File: src/rtl/com_bus_arbiter.sv
// Common-bus arbiter: round-robin proc tenures with snoop/memory sub-grants inside a tenure.
// Optional tenure watchdog enabled by defining COM_BUS_TIMEOUT_EN.
module com_bus_arbiter #(
    parameter int NUM_REQ        = 8,
    parameter int TIMEOUT_CYCLES = 255
) (
    input  logic               clk,
    input  logic               rst,
    input  logic [NUM_REQ-1:0] Com_Bus_Req_proc,
    input  logic [NUM_REQ-1:0] Com_Bus_Req_snoop,
    input  logic               Mem_snoop_req,
    output logic [NUM_REQ-1:0] Com_Bus_Gnt_proc,
    output logic [NUM_REQ-1:0] Com_Bus_Gnt_snoop,
    output logic               Mem_snoop_gnt,
    output logic               Bus_busy,
    output logic [2:0]         Owner_id,
    output logic               Bus_timeout
);
    // state     | meaning
    // IDLE      | no tenure, arbitrating proc requests
    // PROC_OWN  | proc owner holds the bus, snoop/mem may be granted
    // SNOOP_OWN | snoop sub-tenure inside the proc tenure
    // MEM_OWN   | memory write-back sub-tenure inside the proc tenure
    // RELEASE   | single dead cycle; its arbitration result appears after it
    typedef enum logic [2:0] {IDLE, PROC_OWN, SNOOP_OWN, MEM_OWN, RELEASE} state_t;

    state_t             state, state_nxt;
    logic [NUM_REQ-1:0] gnt_proc_nxt, gnt_snoop_nxt;
    logic               mem_gnt_nxt, busy_nxt, timeout_nxt;
    logic [2:0]         owner_nxt, rr_ptr, rr_ptr_nxt;
    logic [NUM_REQ-1:0] proc_avail, snoop_cand;
    logic               arb_found, snoop_found, owner_req, tmo_hit, in_tenure;
    logic [2:0]         arb_idx, snoop_idx;

    assign in_tenure = (state == PROC_OWN) || (state == SNOOP_OWN) || (state == MEM_OWN);
    assign owner_req = Com_Bus_Req_proc[Owner_id];

`ifdef COM_BUS_TIMEOUT_EN
    localparam int CW = $clog2(TIMEOUT_CYCLES + 1);
    logic [CW-1:0]      tenure_cnt;
    logic [NUM_REQ-1:0] tmo_mask;

    assign tmo_hit    = in_tenure && (tenure_cnt == CW'(TIMEOUT_CYCLES - 1));
    assign proc_avail = Com_Bus_Req_proc & ~tmo_mask;

    // Timed-out owner stays masked until it lets go of its request.
    always_ff @(posedge clk) begin
        if (rst) begin
            tenure_cnt <= '0;
            tmo_mask   <= '0;
        end else begin
            if (!in_tenure)
                tenure_cnt <= '0;
            else if (!tmo_hit)
                tenure_cnt <= tenure_cnt + CW'(1);
            tmo_mask <= tmo_mask & Com_Bus_Req_proc;
            if (tmo_hit)
                tmo_mask[Owner_id] <= 1'b1;
        end
    end
`else
    assign tmo_hit    = 1'b0;
    assign proc_avail = Com_Bus_Req_proc;
`endif

    always_comb begin
        arb_found = 1'b0;
        arb_idx   = '0;
        for (int k = 0; k < NUM_REQ; k++) begin
            if (!arb_found && proc_avail[(int'(rr_ptr) + k) % NUM_REQ]) begin
                arb_found = 1'b1;
                arb_idx   = 3'((int'(rr_ptr) + k) % NUM_REQ);
            end
        end
    end

    // The owner's own snoop line never competes inside its tenure.
    assign snoop_cand  = Com_Bus_Req_snoop & ~(NUM_REQ'(1) << Owner_id);
    assign snoop_found = |snoop_cand;
    always_comb begin
        snoop_idx = '0;
        for (int k = NUM_REQ - 1; k >= 0; k--)
            if (snoop_cand[k]) snoop_idx = 3'(k);
    end

    always_comb begin
        state_nxt     = state;
        gnt_proc_nxt  = Com_Bus_Gnt_proc;
        gnt_snoop_nxt = Com_Bus_Gnt_snoop;
        mem_gnt_nxt   = Mem_snoop_gnt;
        owner_nxt     = Owner_id;
        rr_ptr_nxt    = rr_ptr;
        timeout_nxt   = 1'b0;
        case (state)
            IDLE, RELEASE: begin
                gnt_proc_nxt  = '0;
                gnt_snoop_nxt = '0;
                mem_gnt_nxt   = 1'b0;
                state_nxt     = IDLE;
                if (arb_found) begin
                    gnt_proc_nxt = NUM_REQ'(1) << arb_idx;
                    owner_nxt    = arb_idx;
                    rr_ptr_nxt   = (arb_idx == 3'(NUM_REQ - 1)) ? 3'd0 : arb_idx + 3'd1;
                    state_nxt    = PROC_OWN;
                end
            end
            PROC_OWN: begin
                if (!owner_req) begin
                    gnt_proc_nxt = '0;
                    state_nxt    = RELEASE;
                end else if (snoop_found) begin
                    gnt_snoop_nxt = NUM_REQ'(1) << snoop_idx;
                    state_nxt     = SNOOP_OWN;
                end else if (Mem_snoop_req) begin
                    mem_gnt_nxt = 1'b1;
                    state_nxt   = MEM_OWN;
                end
            end
            SNOOP_OWN: begin
                if ((Com_Bus_Req_snoop & Com_Bus_Gnt_snoop) == '0) begin
                    gnt_snoop_nxt = '0;
                    state_nxt     = PROC_OWN;
                end
            end
            MEM_OWN: begin
                if (!Mem_snoop_req) begin
                    mem_gnt_nxt = 1'b0;
                    state_nxt   = PROC_OWN;
                end
            end
            default: begin
                gnt_proc_nxt  = '0;
                gnt_snoop_nxt = '0;
                mem_gnt_nxt   = 1'b0;
                state_nxt     = IDLE;
            end
        endcase
        if (tmo_hit) begin
            gnt_proc_nxt  = '0;
            gnt_snoop_nxt = '0;
            mem_gnt_nxt   = 1'b0;
            timeout_nxt   = 1'b1;
            state_nxt     = RELEASE;
        end
        busy_nxt = (state_nxt == PROC_OWN) || (state_nxt == SNOOP_OWN) || (state_nxt == MEM_OWN);
    end

    always_ff @(posedge clk) begin
        if (rst) begin
            state             <= IDLE;
            Com_Bus_Gnt_proc  <= '0;
            Com_Bus_Gnt_snoop <= '0;
            Mem_snoop_gnt     <= 1'b0;
            Bus_busy          <= 1'b0;
            Owner_id          <= '0;
            Bus_timeout       <= 1'b0;
            rr_ptr            <= '0;
        end else begin
            state             <= state_nxt;
            Com_Bus_Gnt_proc  <= gnt_proc_nxt;
            Com_Bus_Gnt_snoop <= gnt_snoop_nxt;
            Mem_snoop_gnt     <= mem_gnt_nxt;
            Bus_busy          <= busy_nxt;
            Owner_id          <= owner_nxt;
            Bus_timeout       <= timeout_nxt;
            rr_ptr            <= rr_ptr_nxt;
        end
    end
endmodule

File: config.mk
export PLATFORM = sky130hd
export DESIGN_NAME = com_bus_arbiter
export DESIGN_NICKNAME = d
export VERILOG_FILES = /design/src/rtl/com_bus_arbiter.sv
export SDC_FILE = /design/constraint.sdc
export NUM_CORES = 1
export LEC_CHECK = 0
export ABC_AREA = 1
export CORE_ASPECT_RATIO = 0.9
export CORE_MARGIN = 4
export CORE_UTILIZATION = 57
export DETAILED_ROUTE_END_ITERATION = 10
export PLACE_DENSITY = 0.95
export SYNTH_ARGS = -nofsm -noshare
export SYNTH_HDL_FRONTEND = slang
export SYNTH_SLANG_ARGS = --single-unit
File: constraint.sdc
create_clock -name clk -period 7.05 [get_ports clk]
set_clock_uncertainty 0.1 [all_clocks]
set_input_delay 1.0575 -clock clk [delete_from_list [all_inputs] [get_ports clk]]
set_output_delay 1.0575 -clock clk [all_outputs]
set_load 0.05 [all_outputs]
==> results of run 1 <==
[cell type report]
cell class,count,area (sq um),share of cell area [%]
clock buffers,3,41.3,1.53
clock inverters,1,7.51,0.279
inverters,34,138,5.12
multi-input cells,264,1520,56.3
flip-flops and latches,27,541,20.1
well taps,46,57.6,2.14
repair buffers,39,390,14.5
[layout by cell type, fill, tap and decap left out, types with 3 or more instances in the layout]
cell,synthesis,layout
o21ai_0,19,19
ha_1,8,8
nand2_2,16,16
clkdlybuf4s50_1,0,39
nand3_2,5,5
nand2_1,84,84
nand3_1,31,31
dfxtp_1,27,27
a21oi_1,19,19
inv_4,3,3
clkbuf_8,0,3
nor2_1,30,30
o22ai_1,3,3
a31oi_1,4,4
nor3_1,7,7
inv_1,23,23
a21oi_2,3,3
nand2_4,4,4
nand4_1,3,3
inv_2,4,4
[worst max path at each step]
stage	slack, ps	depth (start not counted)	to
after floorplan	4030	16	rr_ptr[2]
after global placement	3320	16	rr_ptr[2]
after detailed placement	3220	17	rr_ptr[2]
after CTS	3470	18	rr_ptr[2]
after global routing	3150	20	Com_Bus_Gnt_proc[5]
final	3380	18	rr_ptr[2]
[flip-flops by register name (all words and copies together), names as in the netlist]
register and flops:
Mem_snoop_gnt 1, Com_Bus_Gnt_proc 8, Owner_id 3, state 3, Bus_busy 1, Com_Bus_Gnt_snoop 8, rr_ptr 3
[cell families (layout without fill, tap and decap cells)]
| logic type | count (synthesis) | count (layout) | share of synthesized area [%] |
|---|---|---|---|
| XOR/XNOR | 3 | 3 | 2.84 |
| AND/OR/NAND/NOR | 190 | 190 | 42.6 |
| other | 1 | 1 | 0.167 |
| buffers and inverters | 41 | 77 | 8.52 |
| adder cells (fa/ha/maj) | 8 | 8 | 4.45 |
| AO/OA/AOI/OAI | 62 | 62 | 17.4 |
| flip-flops | 27 | 27 | 24.1 |
[worst max-delay path, cell delays in order, from the launching register on]
cell	delay (ps)
dfxtp_1	640
inv_2	230
ha_1	430
inv_2	180
nand3_1	170
nand2_1	110
nand2_1	70
nand2_2	100
nand3_4	90
nor2_4	140
nand2_4	90
nor2_8	120
nand3_4	100
nand3_1	130
nand2_1	130
ha_1	230
ha_1	270
o21ai_0	190
a21oi_1	60
[report_power, final]
group	internal (mW)	leakage, nW	switching [mW]
registers	0.192	0.220	0.0519
clock network	0.0403	0.0217	0.0519
logic	0.320	0.888	0.650
total	0.552	1.13	0.754
[per-stage QoR]
stage / setup slack (ps) / hold slack [ps] / cell area [sq um]
floorplan: 4030 / 494 / 2250
global placement: 3320 / 353 / 2640
detailed placement: 3220 / 356 / 2640
CTS: 3470 / 371 / 2690
global route: 3150 / 393 / 2690
finish: 3380 / 369 / 2690
[per-layer routing]
layer  GRT usage (%)  up-vias  wire length (um)
met2            38.6      112              2580
met5               0        -                 0
met4            3.85        0                25
li1                -     1180                 -
met3            4.17        5               458
met1            32.1     1056              2480
==> flow_summary_export.csv, run 1 <==
group,metric,value,unit
run_status,status,"finished clean",
sta,fin_tns_setup,0,ps
yosys,ys_ff_latch,27,
global_routing,grt_start_max_net_pins,24,
sta,slew_viol_final,0,
layout,drive_gt1_share,14.4,%
setup_path,worstSetupStartpointType,"register",
detailed_routing,drc,0,
detailed_routing,route.antenna.remaining_nets,0,
detailed_routing,dr.pass1.iters,6,
layout,nets,396,
yosys,synth_cell_types,48,
yosys,synth-seq-area-share,24.1,%
setup_path,arrival,3750,ps
cts,cts_tree,"done",
detailed_routing,wl,5540,um
yosys,synth.most_common_cell,"nand2_1",
layout,antenna_cells,0,
hold_path,min_path_cells,2,
sta,hold_viol,0,
setup_path,reg2reg_slack,3380,ps
sta,fmax,272,MHz
place,dp.cells,410,
sta,rsz0062_at_grt,"no",
cts,cts-htree-levels,1,
setup_path,ff2ff_path_depth,18,
yosys,synth_area_leaders,"dfxtp_1 (24%), nand2_1 (14%), nand3_1 (6.9%)",
sta,min_period,3670,ps
global_routing,first_global_vias,2101,
pwr,p_leak,1.13,nW
global_routing,antenna_found_initial,0,
sta,setup_viol,0,
cts,root_buffer,"clkbuf_8",
floorplan,start_util,59.8,%
hold_path,worstHoldStart,"Com_Bus_Gnt_proc[3]",
detailed_routing,wl_per_cell,13.4,um
detailed_routing,drt_iter0_markers,181,
job,cap_violations,0,
cts,post-cts-setup-buffer-count,0,
setup_path,worstPathRequired,7130,ps
layout,fill_cells,309,
detailed_routing,routed_via_density,5.68,
yosys,synth_nets,359,
cts,cts_hold_buf,0,
floorplan,rows,21,
global_routing,grt.overflow.total,0,
cts,numCtsBuffers,3,
sta,worst_pin_slew,909,ps
pwr,p_per_area,485,mW/mm^2
yosys,synth_common_cells,"nand2_1 (84), nand3_1 (31), nor2_1 (30)",
pwr,ir_worst_vdd,0.299,mV
global_routing,track_usage,23.3,%
setup_path,crit_path_end_kind,"register",
cts,clk_pin_slew,100,ps
floorplan,dieWidth,74.2,um
yosys,avgSynthCellArea,6.77,sq um
cts,cts_sinks,27,
pwr,total_power,1.31,mW
floorplan,core,0.00376,sq mm
setup_path,cp_max_fo,12,
yosys,post-synth-top-area-fraction,24.1,%
place,port_buffers,39,
place,gp_congestion,1.06,
floorplan,die_height,67.6,um
yosys,synth_edf_count,0,
yosys,synthCells,332,
yosys,synth.largest_area_cell,"dfxtp_1",
layout,area_growth,19.7,%
layout,fin_util,71.6,%
global_routing,grt_pass1_wl,9270,um
sta,slew_headroom,39.2,%
cts,cts_resized,0,
yosys,ys_warn_count,0,
layout,fin_cells,414,
setup_path,startpoint,"rr_ptr[0]",
detailed_routing,num_vias,2353,
floorplan,pin_count,41,
yosys,synthArstFlopShare,0,%
hold_path,hold_class,"reg2reg",
setup_path,reg2reg_to,"rr_ptr[2]",
place,dp_hpwl,4410,um
sta,finalCritPeriodShare,52.1,%
cts,clkLatencyLatePin,280,ps
setup_path,worstSetupPathType,"reg2reg",
yosys,synthFlopType,"dfxtp_1",
floorplan,die-area,0.00501,sq mm
yosys,syn_area,0.00225,sq mm
hold_path,min_to,"Com_Bus_Gnt_proc[3]",
cts,clk_path_buf_depth,2,
setup_path,rr_startpoint,"rr_ptr[0]",
Note: power is estimated with default switching activity, not from simulation.
==> inputs of run 2 (changes only) <==
Settings changed: CORE_UTILIZATION 57 to 53, PLACE_DENSITY 0.95 to 0.92.
Clock period 7.05 ns to 3.6 ns, I/O delays scaled along.
==> run 2 against run 1 <==
  * Clock power rose by 92%
  * Maximum frequency rose by 15%
  * Sequential power rose by 82%
  * Sequential cell count did not move
  * Count of clock-buffer cells in the layout did not move
  * Total power rose by 97%
  * Register-to-register slack got worse by 3000 ps
  * Critical path depth fell by 2
  * Final cell count rose by 1.4%
  * Via count rose by 0.64%
  * First-iteration DRC count fell by 19%
  * Largest cell class unchanged
  * Largest power group unchanged
  * Highest routed layer unchanged
==> flow_summary_export.csv, run 2 (synthesized netlist as in run 1, its figures left out) <==
group,metric,value,unit
run_status,status,"finished clean",
setup_path,worstSetupStartpointType,"register",
sta,worst_pin_slew,505,ps
cts,cts-htree-levels,1,
pwr,pwr-share-seq,17.3,%
detailed_routing,dr.pass1.iters,5,
layout,nets,400,
setup_path,worstPathRequired,3680,ps
layout,register_area,541,sq um
setup_path,crit_path_end_kind,"register",
cts,cts_hold_buf,0,
global_routing,grt_pass1_wl,9820,um
hold_path,min_to,"Com_Bus_Gnt_proc[3]",
global_routing,first_global_vias,2246,
layout,final_common_cell,"nand2_1",
pwr,clkPwrFrac,6.9,%
cts,cts_sinks,27,
cts,post-cts-setup-buffer-count,0,
pwr,p_per_area,946,mW/mm^2
sta,min_period,3190,ps
layout,drive_gt1_share,15.3,%
cts,numCtsBuffers,3,
detailed_routing,routed_via_density,5.64,
cts,clkLatencyLatePin,280,ps
setup_path,path_delay_family,"adder cells",
layout,antenna_cells,0,
setup_path,reg2reg_slack,410,ps
place,dp_hpwl,4430,um
cts,clk_path_buf_depth,2,
pwr,ir_worst_vdd,0.487,mV
sta,rsz0062_at_grt,"no",
pwr,combPwrFrac,75.8,%
detailed_routing,num_vias,2368,
floorplan,start_util,55.2,%
setup_path,reg2reg_to,"rr_ptr[2]",
sta,fin_tns_setup,0,ps
setup_path,crit_slowest_cell,"ha_1",
detailed_routing,wl_per_cell,13.5,um
cts,clk_pin_slew,100,ps
layout,top_regs,"Com_Bus_Gnt_proc (8), Com_Bus_Gnt_snoop (8)",
sta,finalCritPeriodShare,88.6,%
pwr,p_leak,1.15,nW
global_routing,grt.overflow.total,0,
pwr,total_power,2.57,mW
detailed_routing,drc,0,
setup_path,worst-path-buf-inv,3,
setup_path,rr_startpoint,"rr_ptr[0]",
setup_path,worstSetupPathType,"reg2reg",
hold_path,min_path_cells,2,
floorplan,die_height,69.8,um
layout,final_cell_mix,"nand2_1 (84), clkdlybuf4s50_1 (39), nand3_1 (31)",
layout,area_growth,21.0,%
global_routing,grt_start_max_net_pins,24,
sta,slew_viol_final,0,
floorplan,rows,22,
layout,fill_cells,358,
setup_path,max_stage_delay,390,ps
place,gp_congestion,0.961,
setup_path,arrival,3260,ps
setup_path,cp_max_fo,10,
global_routing,track_usage,21.6,%
pwr,p_int,1.10,mW
setup_path,cp_cell_sequence,"inv_2 > ha_1 > inv_2 > nand3_1 > nand2_1 > nor2_1 > a31oi_1 > inv_2 > nor2_8 > nand3_4 > nand3_1 > nand2_1 > ha_1 > ha_1 > o21ai_0 > a21oi_1",
place,port_buffers,39,
hold_path,hold_class,"reg2reg",
detailed_routing,wl,5690,um
floorplan,die-area,0.00535,sq mm
setup_path,ff2ff_path_depth,16,
pwr,switching_share,57.2,%
sta,setup_viol,0,
cts,root_buffer,"clkbuf_8",
job,cap_violations,0,
hold_path,worstHoldStart,"Com_Bus_Gnt_proc[3]",
layout,fin_util,66.8,%
sta,slew_headroom,66.2,%
detailed_routing,drt_iter0_markers,147,
detailed_routing,route.antenna.remaining_nets,0,
floorplan,core,0.00407,sq mm
floorplan,pin_count,41,
global_routing,antenna_found_initial,0,
cts,cts_resized,0,
sta,fmax,314,MHz
pwr,p_sw,1.47,mW
cts,cts_tree,"done",
floorplan,dieWidth,76.6,um
sta,hold_viol,0,
layout,multi_input_area,0.00152,sq mm
## run 2: changes by cell type in the layout (fill, tap and decap cells not counted)
cell / change
buf_4: +4
clkinv_2: +1
clkinvlp_4: -1
## run 2: routing by layer
| metal | track usage [%] | part of all wire [%] | vias up |
|---|---|---|---|
| li1 | - | - | 1188 |
| met1 | 27.4 | 44 | 1084 |
| met2 | 39.0 | 48 | 94 |
| met3 | 4.55 | 7.5 | 2 |
| met4 | 2.01 | 0.070 | 0 |
| met5 | 0 | 0 | - |
## run 2: worst max-delay path by stage
stage / endpoint / slack (ps) / cells after the start / startpoint
6_report: rr_ptr[2] / 410 / 16 / rr_ptr[0]
5_1_grt: Com_Bus_Gnt_proc[6] / 140 / 18 / rr_ptr[0]
4_1_cts: rr_ptr[0] / 440 / 17 / rr_ptr[0]
3_5_place_dp: rr_ptr[2] / 370 / 16 / Com_Bus_Req_proc[3]
3_3_place_gp: rr_ptr[2] / 460 / 16 / Com_Bus_Req_proc[3]
2_1_floorplan: rr_ptr[2] / 740 / 17 / rr_ptr[1]
## run 2: through the flow
step                      setup slack, ps  instances  hold slack (ps)  instance area (sq um)
after floorplan                       744        332              494                   2250
after global placement                457        416              354                   2670
after detailed placement              371        416              357                   2670
after CTS                             442        420              372                   2720
after global routing                  137        420              391                   2720
final                                 412        420              368                   2720
## run 2: area by class of cell
class	instances	share of cell area, %
sequential	27	19.9
inverter	34	5.06
timing repair buffer	43	15.5
multi-input combinational	264	55.7
tap	48	2.21
clock buffer	3	1.52
clock inverter	1	0.184
## run 2: worst reg2reg max path: stages, from the launching register on
cell and delay (ps):
dfxtp_1 360, inv_2 120, ha_1 400, inv_2 170, nand3_1 120, nand2_1 120, nor2_1 70, a31oi_1 280
inv_2 120, nor2_8 150, nand3_4 90, nand3_1 120, nand2_1 130, ha_1 240, ha_1 280, o21ai_0 170
a21oi_1 60
## run 2: power groups by stage
| stage | clock network, mW | registers, mW | logic, mW |
|---|---|---|---|
| finish | 0.177 | 0.445 | 1.95 |
| CTS | 0.177 | 0.444 | 1.93 |
| global placement | 0 | 0.447 | 1.87 |
| detailed placement | 0 | 0.450 | 1.92 |
| floorplan | 0 | 0.607 | 1.36 |
| global route | 0.191 | 0.455 | 2.14 |
==> inputs of run 3 (changes only) <==
Settings changed: GPL_TIMING_DRIVEN set to 0.
==> run 3 against run 2 <==
  * Maximum frequency fell by 3.4%
  * Core utilization is 0.80 points higher
  * Register-to-register slack worse by 110 ps
  * Final area up 1.2%
  * Highest routed layer unchanged
  * Setup slack worse by 110 ps
  * Via count shrank 0.25%
  * Non-clock buffer count increased by 3
  * Clock power about the same
  * Total power up 0.47%
  * Critical endpoint unchanged
  * Combinational power about the same
  * Count of clock-buffer cells in the layout is the same
  * Worst hold slack better by 2.3 ps
==> flow_summary_export.csv, run 3 (synthesized netlist as in run 1, its figures left out) <==
group,metric,value,unit
run_status,status,"finished clean",
detailed_routing,wl,5560,um
sta,finalCritPeriodShare,91.7,%
sta,slew_viol_final,0,
cts,cts_tree,"done",
sta,slew_headroom,64.4,%
setup_path,worst-path-buf-inv,4,
place,gp_congestion,0.937,
floorplan,pin_count,41,
floorplan,die-area,0.00535,sq mm
cts,post-cts-setup-buffer-count,0,
pwr,ir_worst_vdd,0.584,mV
layout,top_regs,"Com_Bus_Gnt_proc (8), Com_Bus_Gnt_snoop (8)",
cts,root_buffer,"clkbuf_8",
floorplan,dieWidth,76.6,um
detailed_routing,dr.pass1.iters,5,
global_routing,track_usage,22.0,%
layout,drive_gt1_share,15.7,%
setup_path,arrival,3370,ps
detailed_routing,drt_iter0_markers,176,
layout,area_growth,22.5,%
detailed_routing,num_vias,2362,
floorplan,core,0.00407,sq mm
global_routing,antenna_found_initial,0,
setup_path,worstPathRequired,3670,ps
floorplan,rows,22,
layout,fin_cells,423,
setup_path,cp_max_fo,9,
place,dp_hpwl,4470,um
place,port_buffers,39,
global_routing,first_global_vias,2279,
detailed_routing,wl_per_cell,13.1,um
floorplan,die_height,69.8,um
pwr,p_per_area,939,mW/mm^2
sta,rsz0062_at_grt,"no",
cts,clk_path_buf_depth,2,
layout,antenna_cells,0,
setup_path,crit_path_end_kind,"register",
sta,fin_tns_setup,0,ps
sta,holdWs,371,ps
detailed_routing,route.antenna.remaining_nets,0,
sta,fmax,303,MHz
hold_path,hold_class,"reg2reg",
detailed_routing,drc,0,
setup_path,max_stage_delay,360,ps
layout,final_common_cell,"nand2_1",
place,dp.cells,419,
sta,hold_viol,0,
cts,clkLatencyLatePin,280,ps
sta,setup_viol,0,
setup_path,cp_cell_sequence,"buf_6 > inv_4 > ha_1 > inv_2 > nand3_1 > nand2_1 > nand2_1 > nand2_2 > nand3_4 > nor2_4 > nand2_4 > nor2_8 > nand3_4 > clkinv_2 > nand2_1 > nand3_1 > ha_1 > ha_1 > o21ai_0 > a21oi_1",
layout,nets,403,
setup_path,worstSetupStartpointType,"register",
pwr,p_leak,1.16,nW
setup_path,path_delay_family,"simple AND/OR/NAND/NOR gates",
detailed_routing,routed_via_density,5.58,
floorplan,start_util,55.2,%
cts,clk_pin_slew,100,ps
layout,final_cell_mix,"nand2_1 (84), clkdlybuf4s50_1 (39), nand3_1 (31)",
cts,cts-htree-levels,1,
sta,worst_pin_slew,529,ps
global_routing,grt_start_max_net_pins,17,
setup_path,worstSetupPathType,"reg2reg",
job,cap_violations,0,
global_routing,grt.overflow.total,0,
cts,cts_sinks,27,
sta,min_period,3300,ps
setup_path,crit_slowest_cell,"dfxtp_1",
cts,numCtsBuffers,3,
global_routing,grt_pass1_wl,10000,um
==> run 3: changes by cell type in the layout (fill, tap and decap cells not counted) <==
| cell | change |
|---|---|
| a31oi_1 | -1 |
| a31oi_2 | +1 |
| buf_4 | -3 |
| buf_6 | +3 |
| clkbuf_1 | +2 |
| clkbuf_2 | +1 |
| clkinv_2 | -1 |
| clkinvlp_4 | +1 |
==> run 3: worst register-to-register path, cell delays in order (launching register included) <==
cell and delay, ps:
dfxtp_1 360, buf_6 150, inv_4 70, ha_1 360, inv_2 170, nand3_1 170
nand2_1 110, nand2_1 80, nand2_2 100, nand3_4 100, nor2_4 140, nand2_4 90
nor2_8 120, nand3_4 90, clkinv_2 70, nand2_1 40, nand3_1 180, ha_1 210
ha_1 230, o21ai_0 180, a21oi_1 60
==> run 3: path summary, 6_finish.rpt <==
check,from,end,slack [ps],cells after the start
setup / recovery,rr_ptr[1],rr_ptr[2],300,20
hold / removal,Com_Bus_Gnt_proc[7],Com_Bus_Gnt_proc[7],370,2
hold reg to reg,Com_Bus_Gnt_proc[7],Com_Bus_Gnt_proc[7],370,2
setup reg to reg,rr_ptr[1],rr_ptr[2],300,20
==> run 3: metrics by stage <==
| step | power, mW | area, sq um | utilization, % | setup WS, ps |
|---|---|---|---|---|
| final | 2.59 | 2750 | 67.6 | 298 |
| after CTS | 2.57 | 2750 | 67.4 | 295 |
| after global routing | 2.84 | 2750 | 67.6 | 0.951 |
| after detailed placement | 2.38 | 2700 | 66.2 | 297 |
| after floorplan | 1.97 | 2250 | - | 744 |
| after global placement | 2.33 | 2700 | 66.2 | 352 |
==> run 3: timing repair <==
item / CTS / global route
endpoints found under the setup margin: 0 / 4
hold endpoints to repair: 0 / 0
hold buffers: 0 / 0
resized for setup: 0 / 1
==> run 3: area by class of cell <==
class / count / area (sq um)
plain buffers: 7 / 53.8
fillers: 338 / 1320
clock buffers: 3 / 41.3
well taps: 48 / 60.1
multi-input cells: 264 / 1520
clock inverters: 1 / 7.51
flip-flops and latches: 27 / 541
repair buffers: 39 / 390
inverters: 34 / 138
==> run 3: where the power goes <==
part,leakage (nW),internal (mW),switching [mW]
Clock,0.0217,0.0788,0.0994
Sequential,0.220,0.376,0.0506
Combinational,0.919,0.659,1.32
==> run 3: per-layer routing <==
metal	global-route usage, %	share of wire, %	vias to the layer above
li1	-	-	1203
met1	29.4	45	1039
met2	37.3	46	109
met3	3.64	8.1	11
met4	4.83	1.1	0
met5	0	0	-
